### src/rtl/router_vcreq_pkg.sv
// Shared definitions for the input-VC requester: flit type codes, port indices and XY routing.
package router_vcreq_pkg;

  localparam int NO_OF_PORTS = 5;
  localparam int PORT_L = 0;
  localparam int PORT_N = 1;
  localparam int PORT_E = 2;
  localparam int PORT_S = 3;
  localparam int PORT_W = 4;

  typedef enum logic [1:0] {
    FT_BODY   = 2'b00,
    FT_HEAD   = 2'b01,
    FT_TAIL   = 2'b10,
    FT_SINGLE = 2'b11
  } flit_type_t;

  typedef enum logic [1:0] {
    S_IDLE,
    S_REQ,
    S_ACTIVE,
    S_RELEASE
  } vcreq_state_t;

  // Dimension-ordered routing: resolve X first, then Y, then eject locally.
  function automatic logic [NO_OF_PORTS-1:0] xy_route(input logic [3:0] dx, input logic [3:0] dy,
                                                      input logic [3:0] my_x, input logic [3:0] my_y);
    logic [NO_OF_PORTS-1:0] p;
    p = '0;
    if (dx > my_x)      p[PORT_E] = 1'b1;
    else if (dx < my_x) p[PORT_W] = 1'b1;
    else if (dy > my_y) p[PORT_N] = 1'b1;
    else if (dy < my_y) p[PORT_S] = 1'b1;
    else                p[PORT_L] = 1'b1;
    return p;
  endfunction

endpackage

### src/rtl/router_vcreq_fifo.sv
// Synchronous flit FIFO with count-based full/empty; push and pop together when full keeps the count.
module router_vcreq_fifo #(
  parameter int WIDTH = 32,
  parameter int DEPTH = 4
) (
  input  logic             clk,
  input  logic             rst,
  input  logic             push,
  input  logic [WIDTH-1:0] wdata,
  input  logic             pop,
  output logic [WIDTH-1:0] rdata,
  output logic             full,
  output logic             empty
);

  localparam int AW = $clog2(DEPTH);
  localparam logic [AW:0] FULL_CNT = (AW+1)'(DEPTH);

  logic [WIDTH-1:0] mem [DEPTH];
  logic [AW-1:0]    rd_ptr;
  logic [AW-1:0]    wr_ptr;
  logic [AW:0]      count;
  logic             do_push;
  logic             do_pop;

  assign full    = (count == FULL_CNT);
  assign empty   = (count == '0);
  assign do_pop  = pop & ~empty;
  assign do_push = push & (~full | do_pop);
  assign rdata   = mem[rd_ptr];

  always_ff @(posedge clk) begin
    if (do_push) mem[wr_ptr] <= wdata;
  end

  always_ff @(posedge clk) begin
    if (rst) begin
      rd_ptr <= '0;
      wr_ptr <= '0;
      count  <= '0;
    end else begin
      if (do_push) wr_ptr <= wr_ptr + AW'(1);
      if (do_pop)  rd_ptr <= rd_ptr + AW'(1);
      case ({do_push, do_pop})
        2'b10:   count <= count + (AW+1)'(1);
        2'b01:   count <= count - (AW+1)'(1);
        default: count <= count;
      endcase
    end
  end

endmodule

### src/rtl/router_vcreq.sv
// Input-VC requester: buffers flits, XY-routes the head, holds the won output VC until the tail leaves.
module router_vcreq
  import router_vcreq_pkg::*;
#(
  parameter int         FLIT_W = 32,
  parameter int         DEPTH  = 4,
  parameter logic [3:0] MY_X   = 4'd0,
  parameter logic [3:0] MY_Y   = 4'd0
) (
  input  logic                   clk,
  input  logic                   rst,
  input  logic [FLIT_W-1:0]      in_flit,
  input  logic                   in_valid,
  output logic                   in_ready,
  output logic [NO_OF_PORTS-1:0] vc0_req,
  output logic [NO_OF_PORTS-1:0] vc1_req,
  input  logic [NO_OF_PORTS-1:0] vc0_grant,
  input  logic [NO_OF_PORTS-1:0] vc1_grant,
  output logic [FLIT_W-1:0]      out_flit,
  output logic                   out_valid,
  input  logic                   out_ready,
  output logic [NO_OF_PORTS-1:0] out_port,
  output logic                   out_vc,
  output logic                   err
);

  vcreq_state_t           state;
  logic [NO_OF_PORTS-1:0] route;
  logic [NO_OF_PORTS-1:0] next_route;
  logic                   full;
  logic                   empty;
  logic                   push;
  logic                   pop;
  logic                   drop;
  logic                   granted;
  logic                   is_head;
  logic                   is_tail;
  flit_type_t             ftype;

  router_vcreq_fifo #(.WIDTH(FLIT_W), .DEPTH(DEPTH)) u_fifo (
    .clk   (clk),
    .rst   (rst),
    .push  (push),
    .wdata (in_flit),
    .pop   (pop),
    .rdata (out_flit),
    .full  (full),
    .empty (empty)
  );

  assign ftype      = flit_type_t'(out_flit[FLIT_W-1 -: 2]);
  assign is_head    = (ftype == FT_HEAD) || (ftype == FT_SINGLE);
  assign is_tail    = (ftype == FT_TAIL) || (ftype == FT_SINGLE);
  assign next_route = xy_route(out_flit[7:4], out_flit[3:0], MY_X, MY_Y);

  assign in_ready = ~full & ~rst;
  assign push     = in_valid & in_ready;

  // The arbiter grant is combinational, so forwarding is gated by its live value.
  assign granted   = out_vc ? |(vc1_grant & out_port) : |(vc0_grant & out_port);
  assign out_valid = (state == S_ACTIVE) & ~empty & granted;
  assign drop      = (state == S_IDLE) & ~empty & ~is_head;
  assign pop       = (out_valid & out_ready) | drop;

  always_ff @(posedge clk) begin
    if (rst) begin
      state    <= S_IDLE;
      route    <= '0;
      vc0_req  <= '0;
      vc1_req  <= '0;
      out_port <= '0;
      out_vc   <= 1'b0;
      err      <= 1'b0;
    end else begin
      err <= 1'b0;
      case (state)
        S_IDLE: begin
          if (!empty) begin
            if (is_head) begin
              route   <= next_route;
              vc0_req <= next_route;
              vc1_req <= next_route;
              state   <= S_REQ;
            end else begin
              err <= 1'b1;
            end
          end
        end
        S_REQ: begin
          if (|(vc0_grant & route)) begin
            out_vc   <= 1'b0;
            out_port <= route;
            vc1_req  <= '0;
            state    <= S_ACTIVE;
          end else if (|(vc1_grant & route)) begin
            out_vc   <= 1'b1;
            out_port <= route;
            vc0_req  <= '0;
            state    <= S_ACTIVE;
          end
        end
        S_ACTIVE: begin
          if (out_valid && out_ready && is_tail) begin
            vc0_req <= '0;
            vc1_req <= '0;
            state   <= S_RELEASE;
          end
        end
        S_RELEASE: begin
          out_port <= '0;
          out_vc   <= 1'b0;
          state    <= S_IDLE;
        end
        default: state <= S_IDLE;
      endcase
    end
  end

endmodule

### config.mk
export PLATFORM = sky130hd
export DESIGN_NAME = router_vcreq
export DESIGN_NICKNAME = d
export VERILOG_FILES = /design/src/rtl/router_vcreq_pkg.sv /design/src/rtl/router_vcreq_fifo.sv /design/src/rtl/router_vcreq.sv
export SDC_FILE = /design/constraint.sdc
export NUM_CORES = 1
export LEC_CHECK = 0
export BUFFER_PORTS_ARGS = -buffer_cell sky130_fd_sc_hd__buf_4
export CAP_MARGIN = 20
export CORE_MARGIN = 1
export CORE_UTILIZATION = 43
export CTS_BUF_LIST = sky130_fd_sc_hd__clkbuf_8
export CTS_CLUSTER_SIZE = 14
export DETAILED_ROUTE_END_ITERATION = 16
export GPL_TIMING_DRIVEN = 0
export REMOVE_ABC_BUFFERS = 1
export SLEW_MARGIN = 15
export SYNTH_ARGS = -nofsm -noshare
export SYNTH_HDL_FRONTEND = slang
export SYNTH_HIERARCHICAL = 1
export SYNTH_SLANG_ARGS = --single-unit
export TNS_END_PERCENT = 5
### constraint.sdc
create_clock -name clk -period 6 [get_ports clk]
set_clock_uncertainty 0.2 [all_clocks]
set_input_delay 0 -clock clk [delete_from_list [all_inputs] [get_ports clk]]
set_output_delay 0 -clock clk [all_outputs]
set_load 0.02 [all_outputs]
==> results of run 1 <==
[power breakdown]
part	internal (mW)	switching, mW	total (mW)	leakage [nW]
combinational	0.143	0.166	0.310	1.10
sequential	1.19	0.0241	1.21	1.37
clock	0.404	0.364	0.768	0.194
total	1.73	0.555	2.29	2.66
[logic make-up (layout without fill, tap and decap cells)]
logic type,after synthesis,after routing,synth area share
AOI/OAI and AO/OA,42,42,0.05052
xor gates and xnor gates,3,3,0.004331
adders and majority gates,11,11,0.02392
buffers and inverters,28,171,0.03093
DFF,153,153,0.7159
muxes,34,34,0.1229
other,1,6,0.0006180
and+or+nand+nor,55,55,0.05093
[metrics by stage]
stage               instance area [um^2]  std cells  setup slack [ns]  utilization  total power [mW]
floorplan                           5944        316             1.695            -             1.409
global placement                    6815        582            0.8638       0.4929             1.516
detailed placement                  6840        583             2.200       0.4947             1.523
CTS                                 7631        655             2.170       0.5519             2.319
global route                        7631        655             1.925       0.5519             2.393
finish                              7631        655             2.262       0.5519             2.290
[cell usage after synthesis (2+ instances only)]
cell type | number | area (um^2)
edfxtp_1 | 128 | 3844
mux4_2 | 32 | 720.7
dfxtp_1 | 25 | 500.5
nor2_1 | 16 | 60.06
a21oi_1 | 15 | 75.07
inv_1 | 12 | 45.04
ha_1 | 10 | 125.1
buf_4 | 6 | 45.04
nand2_1 | 6 | 22.52
nor3_1 | 6 | 30.03
a32o_1 | 4 | 40.04
and2_2 | 4 | 30.03
nand2b_1 | 4 | 25.02
a22oi_1 | 3 | 22.52
and2_1 | 3 | 18.77
buf_12 | 3 | 60.06
buf_2 | 3 | 15.01
clkbuf_1 | 3 | 11.26
nand4b_1 | 3 | 26.28
o21ai_0 | 3 | 15.01
xor2_1 | 3 | 26.28
a21o_1 | 2 | 15.01
a222oi_1 | 2 | 20.02
nand3_1 | 2 | 10.01
nor3b_1 | 2 | 15.01
nor4_1 | 2 | 12.51
[registers in the layout (all words and copies together), names as in the netlist, 2 cells and up, named ones only]
name	count
vc1_req	3
u_fifo/wr_ptr	2
out_port	3
route	3
u_fifo/rd_ptr	2
u_fifo/mem	128
vc0_req	3
state	2
u_fifo/count	3
[layer usage]
layer,GRT usage,up-vias,wire length [um]
met5,0,-,0
li1,-,1562,-
met3,0.05425,10,665
met4,0.07793,0,139
met1,0.2089,1657,4820
met2,0.2622,97,5431
[tightest hold or removal path, delay by kind of cell]
kind	cells	cell delay (ns)
AOI/OAI and AO/OA	3	0.61
buffers and inverters	1	0.09
[how the worst max path moves through the flow]
stage          start  cells after the start                           end  slack (ns)
5_1_grt         flop                     12  u_fifo/count[2]$_SDFFE_PP0P_        1.92
3_5_place_dp    flop                     12  u_fifo/count[2]$_SDFFE_PP0P_        2.20
4_1_cts         flop                     12  u_fifo/count[2]$_SDFFE_PP0P_        2.17
3_3_place_gp    flop                      6   u_fifo/mem[3][14]$_DFFE_PP_        0.86
2_1_floorplan   flop                     11  u_fifo/count[2]$_SDFFE_PP0P_        1.69
6_report        flop                     12  u_fifo/count[2]$_SDFFE_PP0P_        2.26
[final cells by class]
cell class / instances / share of cell area
repair buffers: 127 / 0.1397
multi-input cells: 151 / 0.2038
well taps: 180 / 0.02951
clock buffers: 17 / 0.03066
clock inverters: 15 / 0.02050
inverters: 12 / 0.005903
flip-flops and latches: 153 / 0.5699
==> results.json, run 1 <==
{
  "n_antenna_cell": 0,
  "worst_pin_slew_ns": 0.9324,
  "ioPinCount": 97,
  "drc": 0,
  "cpLargestDelayFamily": "flip-flops",
  "die_area_um2": 14590,
  "crit_chain": "mux4_2, nor3b_1, a21o_1, inv_1, a21boi_2, inv_1, ha_1, inv_1, fa_1, xor2_1, or3_2, a21oi_1",
  "fp.dieW_um": 120.8,
  "hold_depth": 4,
  "final_common_cell": "edfxtp_1",
  "row_count": 43,
  "status": "finished, final reports clean",
  "setup_viol": 0,
  "cts_setup_buffers": 0,
  "fillerInstances": 1074,
  "globalRouteOverflowTotal": 0,
  "grt_pass1_vias": 3419,
  "htreeDepth": 4,
  "period_minus_slack_ns": 3.738,
  "root_buffer": "clkbuf_8",
  "yosys_register_bits": 153,
  "syn_avg_cell_area_um2": 18.56,
  "worstSetupEndpointType": "flop",
  "path_common_cell": "inv_1",
  "hold_start": "vc1_grant[1]",
  "layout_common_cells": "edfxtp_1 (128), buf_4 (86), dlygate4sd3_1 (40)",
  "fin_crit_sh": 0.6230,
  "crit_buf_inv": 3,
  "firstDrtPassIters": 5,
  "synth.distinct_cells": 51,
  "wl_per_cell_um": 16.88,
  "initial_core_util": 0.4389,
  "cp.required_ns": 6.17,
  "cts_sinks": 153,
  "grt.total_usage": 0.1665,
  "ff_latch_area_um2": 4349,
  "cts.clk_slew.worst_paths_ns": 0.08,
  "holdBufCountCts": 40,
  "drive_above_1_share": 0.3389,
  "synth_area_um2": 6068,
  "maxSlewHeadroom": 0.3784,
  "fin_tns_setup_ns": 0,
  "ant_nets": 0,
  "syn_to_final_growth_pct": 25.75,
  "synth_edf_count": 128,
  "clockBufferDepth": 2,
  "rrSetupSlack_ns": 2.26,
  "worstSkewPairLatency_ns": 0.44,
  "critical_path_class": "reg2reg",
  "arrival_ns": 3.91,
  "power_leakage_nw": 2.663,
  "hold_class": "in2reg",
  "portBuffers": 86,
  "drtIter0Drc": 163,
  "fmax_mhz": 267.5,
  "hold_path_end": "vc0_req[1]$_SDFFE_PP0P_",
  "routed_wl_um": 11060,
  "synthCells": 327,
  "power_density_nw_per_um2": 300.0,
  "crit_path_start_kind": "flop",
  "grt_max_degree": 33,
  "multiInputGateArea_um2": 1555,
  "crit_slowest_cell": "dfxtp_4",
  "maxCapViolations": 0,
  "rsz0062_at_grt": "false",
  "core_area_um2": 13830,
  "holdWs_ns": 0.08154,
  "slew_viol_final": 0,
  "hold_viol_final": 0,
  "r2r_cells": 12,
  "die_h_um": 120.8,
  "antenna_found_initial": 0,
  "nets": 519,
  "r2r_end": "u_fifo/count[2]$_SDFFE_PP0P_",
  "ys_seq_area_frac": 0.7159,
  "crit_fanout": 32,
  "ys_async_sr_fraction": 0,
  "peakVddDrop_mv": 0.2650,
  "gp_congestion": 0.7778,
  "cts_resized": 0,
  "grt_pass1_wl_um": 17620,
  "ys.flop_type": "edfxtp_1",
  "cts_tree": "done",
  "cts_inserted_buffers": 17,
  "yosysWarnings": 6,
  "dp_hpwl_um": 6653,
  "cp_slowest_stage_delay_ns": 0.78,
  "viasPerCell": 5.078,
  "route.vias.total": 3326
}
(Power assumes the default switching activity.)
==> run 2, diff against run 1 <==
--- a/config.mk
+++ b/config.mk
@@ -5,6 +5,7 @@
 export SDC_FILE = /design/constraint.sdc
 export NUM_CORES = 1
 export LEC_CHECK = 0
+export ABC_AREA = 1
 export BUFFER_PORTS_ARGS = -buffer_cell sky130_fd_sc_hd__buf_4
 export CAP_MARGIN = 20
 export CORE_MARGIN = 1
==> constraint.sdc (replaced) <==
create_clock -name clk -period 3.9 [get_ports clk]
set_clock_uncertainty 0.2 [all_clocks]
set_input_delay 0 -clock clk [delete_from_list [all_inputs] [get_ports clk]]
set_output_delay 0 -clock clk [all_outputs]
set_load 0.02 [all_outputs]
==> results.json, run 2 <==
{
  "cp_slowest_stage_delay_ns": 0.79,
  "cts_sinks": 153,
  "n_antenna_cell": 0,
  "ys_async_sr_fraction": 0,
  "peakVddDrop_mv": 0.2941,
  "routed_wl_um": 13020,
  "initial_core_util": 0.4385,
  "drc": 0,
  "drtIter0Drc": 202,
  "grt.total_usage": 0.1851,
  "critical_path_class": "reg2reg",
  "ys.flop_type": "edfxtp_1",
  "antenna_found_initial": 0,
  "firstDrtPassIters": 6,
  "gp_congestion": 0.8150,
  "nets": 725,
  "final.setup.worst_slack_ns": 0.3231,
  "globalRouteOverflowTotal": 0,
  "place_area_um2": 7169,
  "die_h_um": 123.5,
  "crit_chain": "o21ai_0, o22ai_2, inv_1, nand3_1, nand2_1, inv_1, nand3_1, nand2_2, ha_1, inv_1, fa_1, inv_1, nand2_1, nand3_1, nand2_1, nand2_1, nor2_1",
  "fin_crit_sh": 0.9171,
  "synth_area_um2": 6349,
  "fin_tns_setup_ns": 0,
  "fillerInstances": 1231,
  "route.vias.total": 4285,
  "cts.clk_slew.worst_paths_ns": 0.08,
  "synth_edf_count": 128,
  "ys_seq_area_frac": 0.6843,
  "synth.distinct_cells": 31,
  "viasPerCell": 4.954,
  "root_buffer": "clkbuf_8",
  "clockBufferDepth": 2,
  "largest_register_ffs": 128,
  "top_register": "u_fifo/mem",
  "cp.required_ns": 4.04,
  "slew_viol_final": 0,
  "grt_pass1_vias": 4124,
  "synth_common_cells": "edfxtp_1 (128), nor2_1 (97), nand2_1 (54)",
  "crit_fanout": 33,
  "top_usage_layer": "met2",
  "crit_slowest_cell": "dfxtp_2",
  "drive_above_1_share": 0.2070,
  "fmax_mhz": 279.6,
  "setup_viol": 0,
  "arrival_ns": 3.72,
  "synth_most_common_cell": "edfxtp_1",
  "syn_avg_cell_area_um2": 11.67,
  "synthCells": 544,
  "final_cell_area_um2": 7916,
  "hold_viol_final": 0,
  "synth_area_leaders": "edfxtp_1 (61%), dfxtp_1 (7.9%), nor2_1 (5.7%)",
  "die_area_um2": 15250,
  "rsz0062_at_grt": "false",
  "gr-usage-met1": 0.2211,
  "synth_top_area_share": 0.6054,
  "maxSlewHeadroom": 0.5258,
  "final_common_cell": "edfxtp_1",
  "crit_path_start_kind": "flop",
  "fp.dieW_um": 123.5,
  "htreeDepth": 4,
  "wl_per_cell_um": 15.05,
  "grt_pass1_wl_um": 20420,
  "power_density_nw_per_um2": 495.6,
  "post-route-util": 0.5468,
  "yosys_register_bits": 153,
  "status": "finished, final reports clean",
  "maxCapViolations": 0,
  "syn_to_final_growth_pct": 24.69,
  "pre_cts_ws_ns": -0.1909,
  "row_count": 44,
  "layout_common_cells": "edfxtp_1 (128), nor2_1 (93), buf_4 (86)",
  "cts_tree": "done",
  "worstSkewPairLatency_ns": 0.44,
  "grt_use_met3": 0.05351,
  "ant_nets": 0,
  "portBuffers": 86,
  "yosys.area.top_type": "edfxtp_1",
  "worstSetupEndpointType": "flop",
  "period_minus_slack_ns": 3.577,
  "p_total_mw": 3.923,
  "cts_inserted_buffers": 17,
  "power_leakage_nw": 3.011,
  "worst_pin_slew_ns": 0.7112,
  "grt_max_degree": 65,
  "yosysWarnings": 6,
  "hold_class": "in2reg",
  "use_met2": 0.3115,
  "dp_hpwl_um": 8136,
  "ioPinCount": 97,
  "core_area_um2": 14480
}
## run 2: repair_timing
| item | CTS | global route |
|---|---|---|
| setup endpoints to repair | 54 | 1 |
| setup buffers | 0 | 0 |
| resized for setup | 2 | 3 |
| hold buffers | 39 | 0 |
| hold endpoints to repair | 153 | 0 |
## run 2: per-layer routing
| metal | wire, um | vias to the layer above |
|---|---|---|
| met3 | 651 | 9 |
| met2 | 6395 | 96 |
| met1 | 5817 | 2031 |
| met5 | 0 | - |
| met4 | 150 | 0 |
| li1 | - | 2149 |
## run 2: cell type report
class | count | area, um^2 | share of cell area
Clock inverter | 15 | 103.9 | 0.01312
Multi-Input combinational cell | 320 | 1645 | 0.2078
Sequential cell | 153 | 4349 | 0.5494
Timing Repair Buffer | 130 | 1166 | 0.1473
Clock buffer | 17 | 234.0 | 0.02956
Tap cell | 184 | 230.2 | 0.02908
Inverter | 46 | 187.7 | 0.02371
## run 2: report_power, final
group	switching, mW	internal (mW)
registers	0.0604	1.87
logic	0.582	0.382
clock network	0.590	0.440
total	1.23	2.69
## run 2: cells by family (layout without fill, tap and decap cells)
family,count (synthesis),count (layout),share of synthesized area
AOI/OAI and AO/OA,118,118,0.1017
adders and majority gates,11,11,0.02286
buffers and inverters,76,208,0.06563
DFF,153,153,0.6843
other,1,6,0.0005907
and+or+nand+nor,185,185,0.1250
## run 2: metrics by stage
| stage | hold slack (ns) | cells |
|---|---|---|
| 6_report | 0.03372 | 865 |
| 5_1_grt | 0.04163 | 865 |
| 4_1_cts | 0.004234 | 865 |
| 3_5_place_dp | 0.003157 | 794 |
| 3_3_place_gp | -0.0005004 | 789 |
| 2_1_floorplan | -0.1376 | 519 |
## run 2: final timing paths
check                                start                           end  slack [ns]  cells past startpoint
setup / recovery                      flop  u_fifo/count[2]$_SDFFE_PP0P_        0.32                     17
hold / removal                vc0_grant[0]       vc0_req[1]$_SDFFE_PP0P_        0.03                      8
setup reg to reg                      flop  u_fifo/count[2]$_SDFFE_PP0P_        0.32                     17
hold reg to reg   out_port[0]$_SDFFE_PP0P_      out_port[0]$_SDFFE_PP0P_        0.30                      2
## run 2: critical path: cells and delay by family (launching register included)
kind                     cells  cell delay, ns
adder cells (fa/ha/maj)      2            0.66
AND/OR/NAND/NOR              9            0.95
buffers and inverters        4            0.30
AO/OA/AOI/OAI                2            0.56
flip-flops                   1            0.79
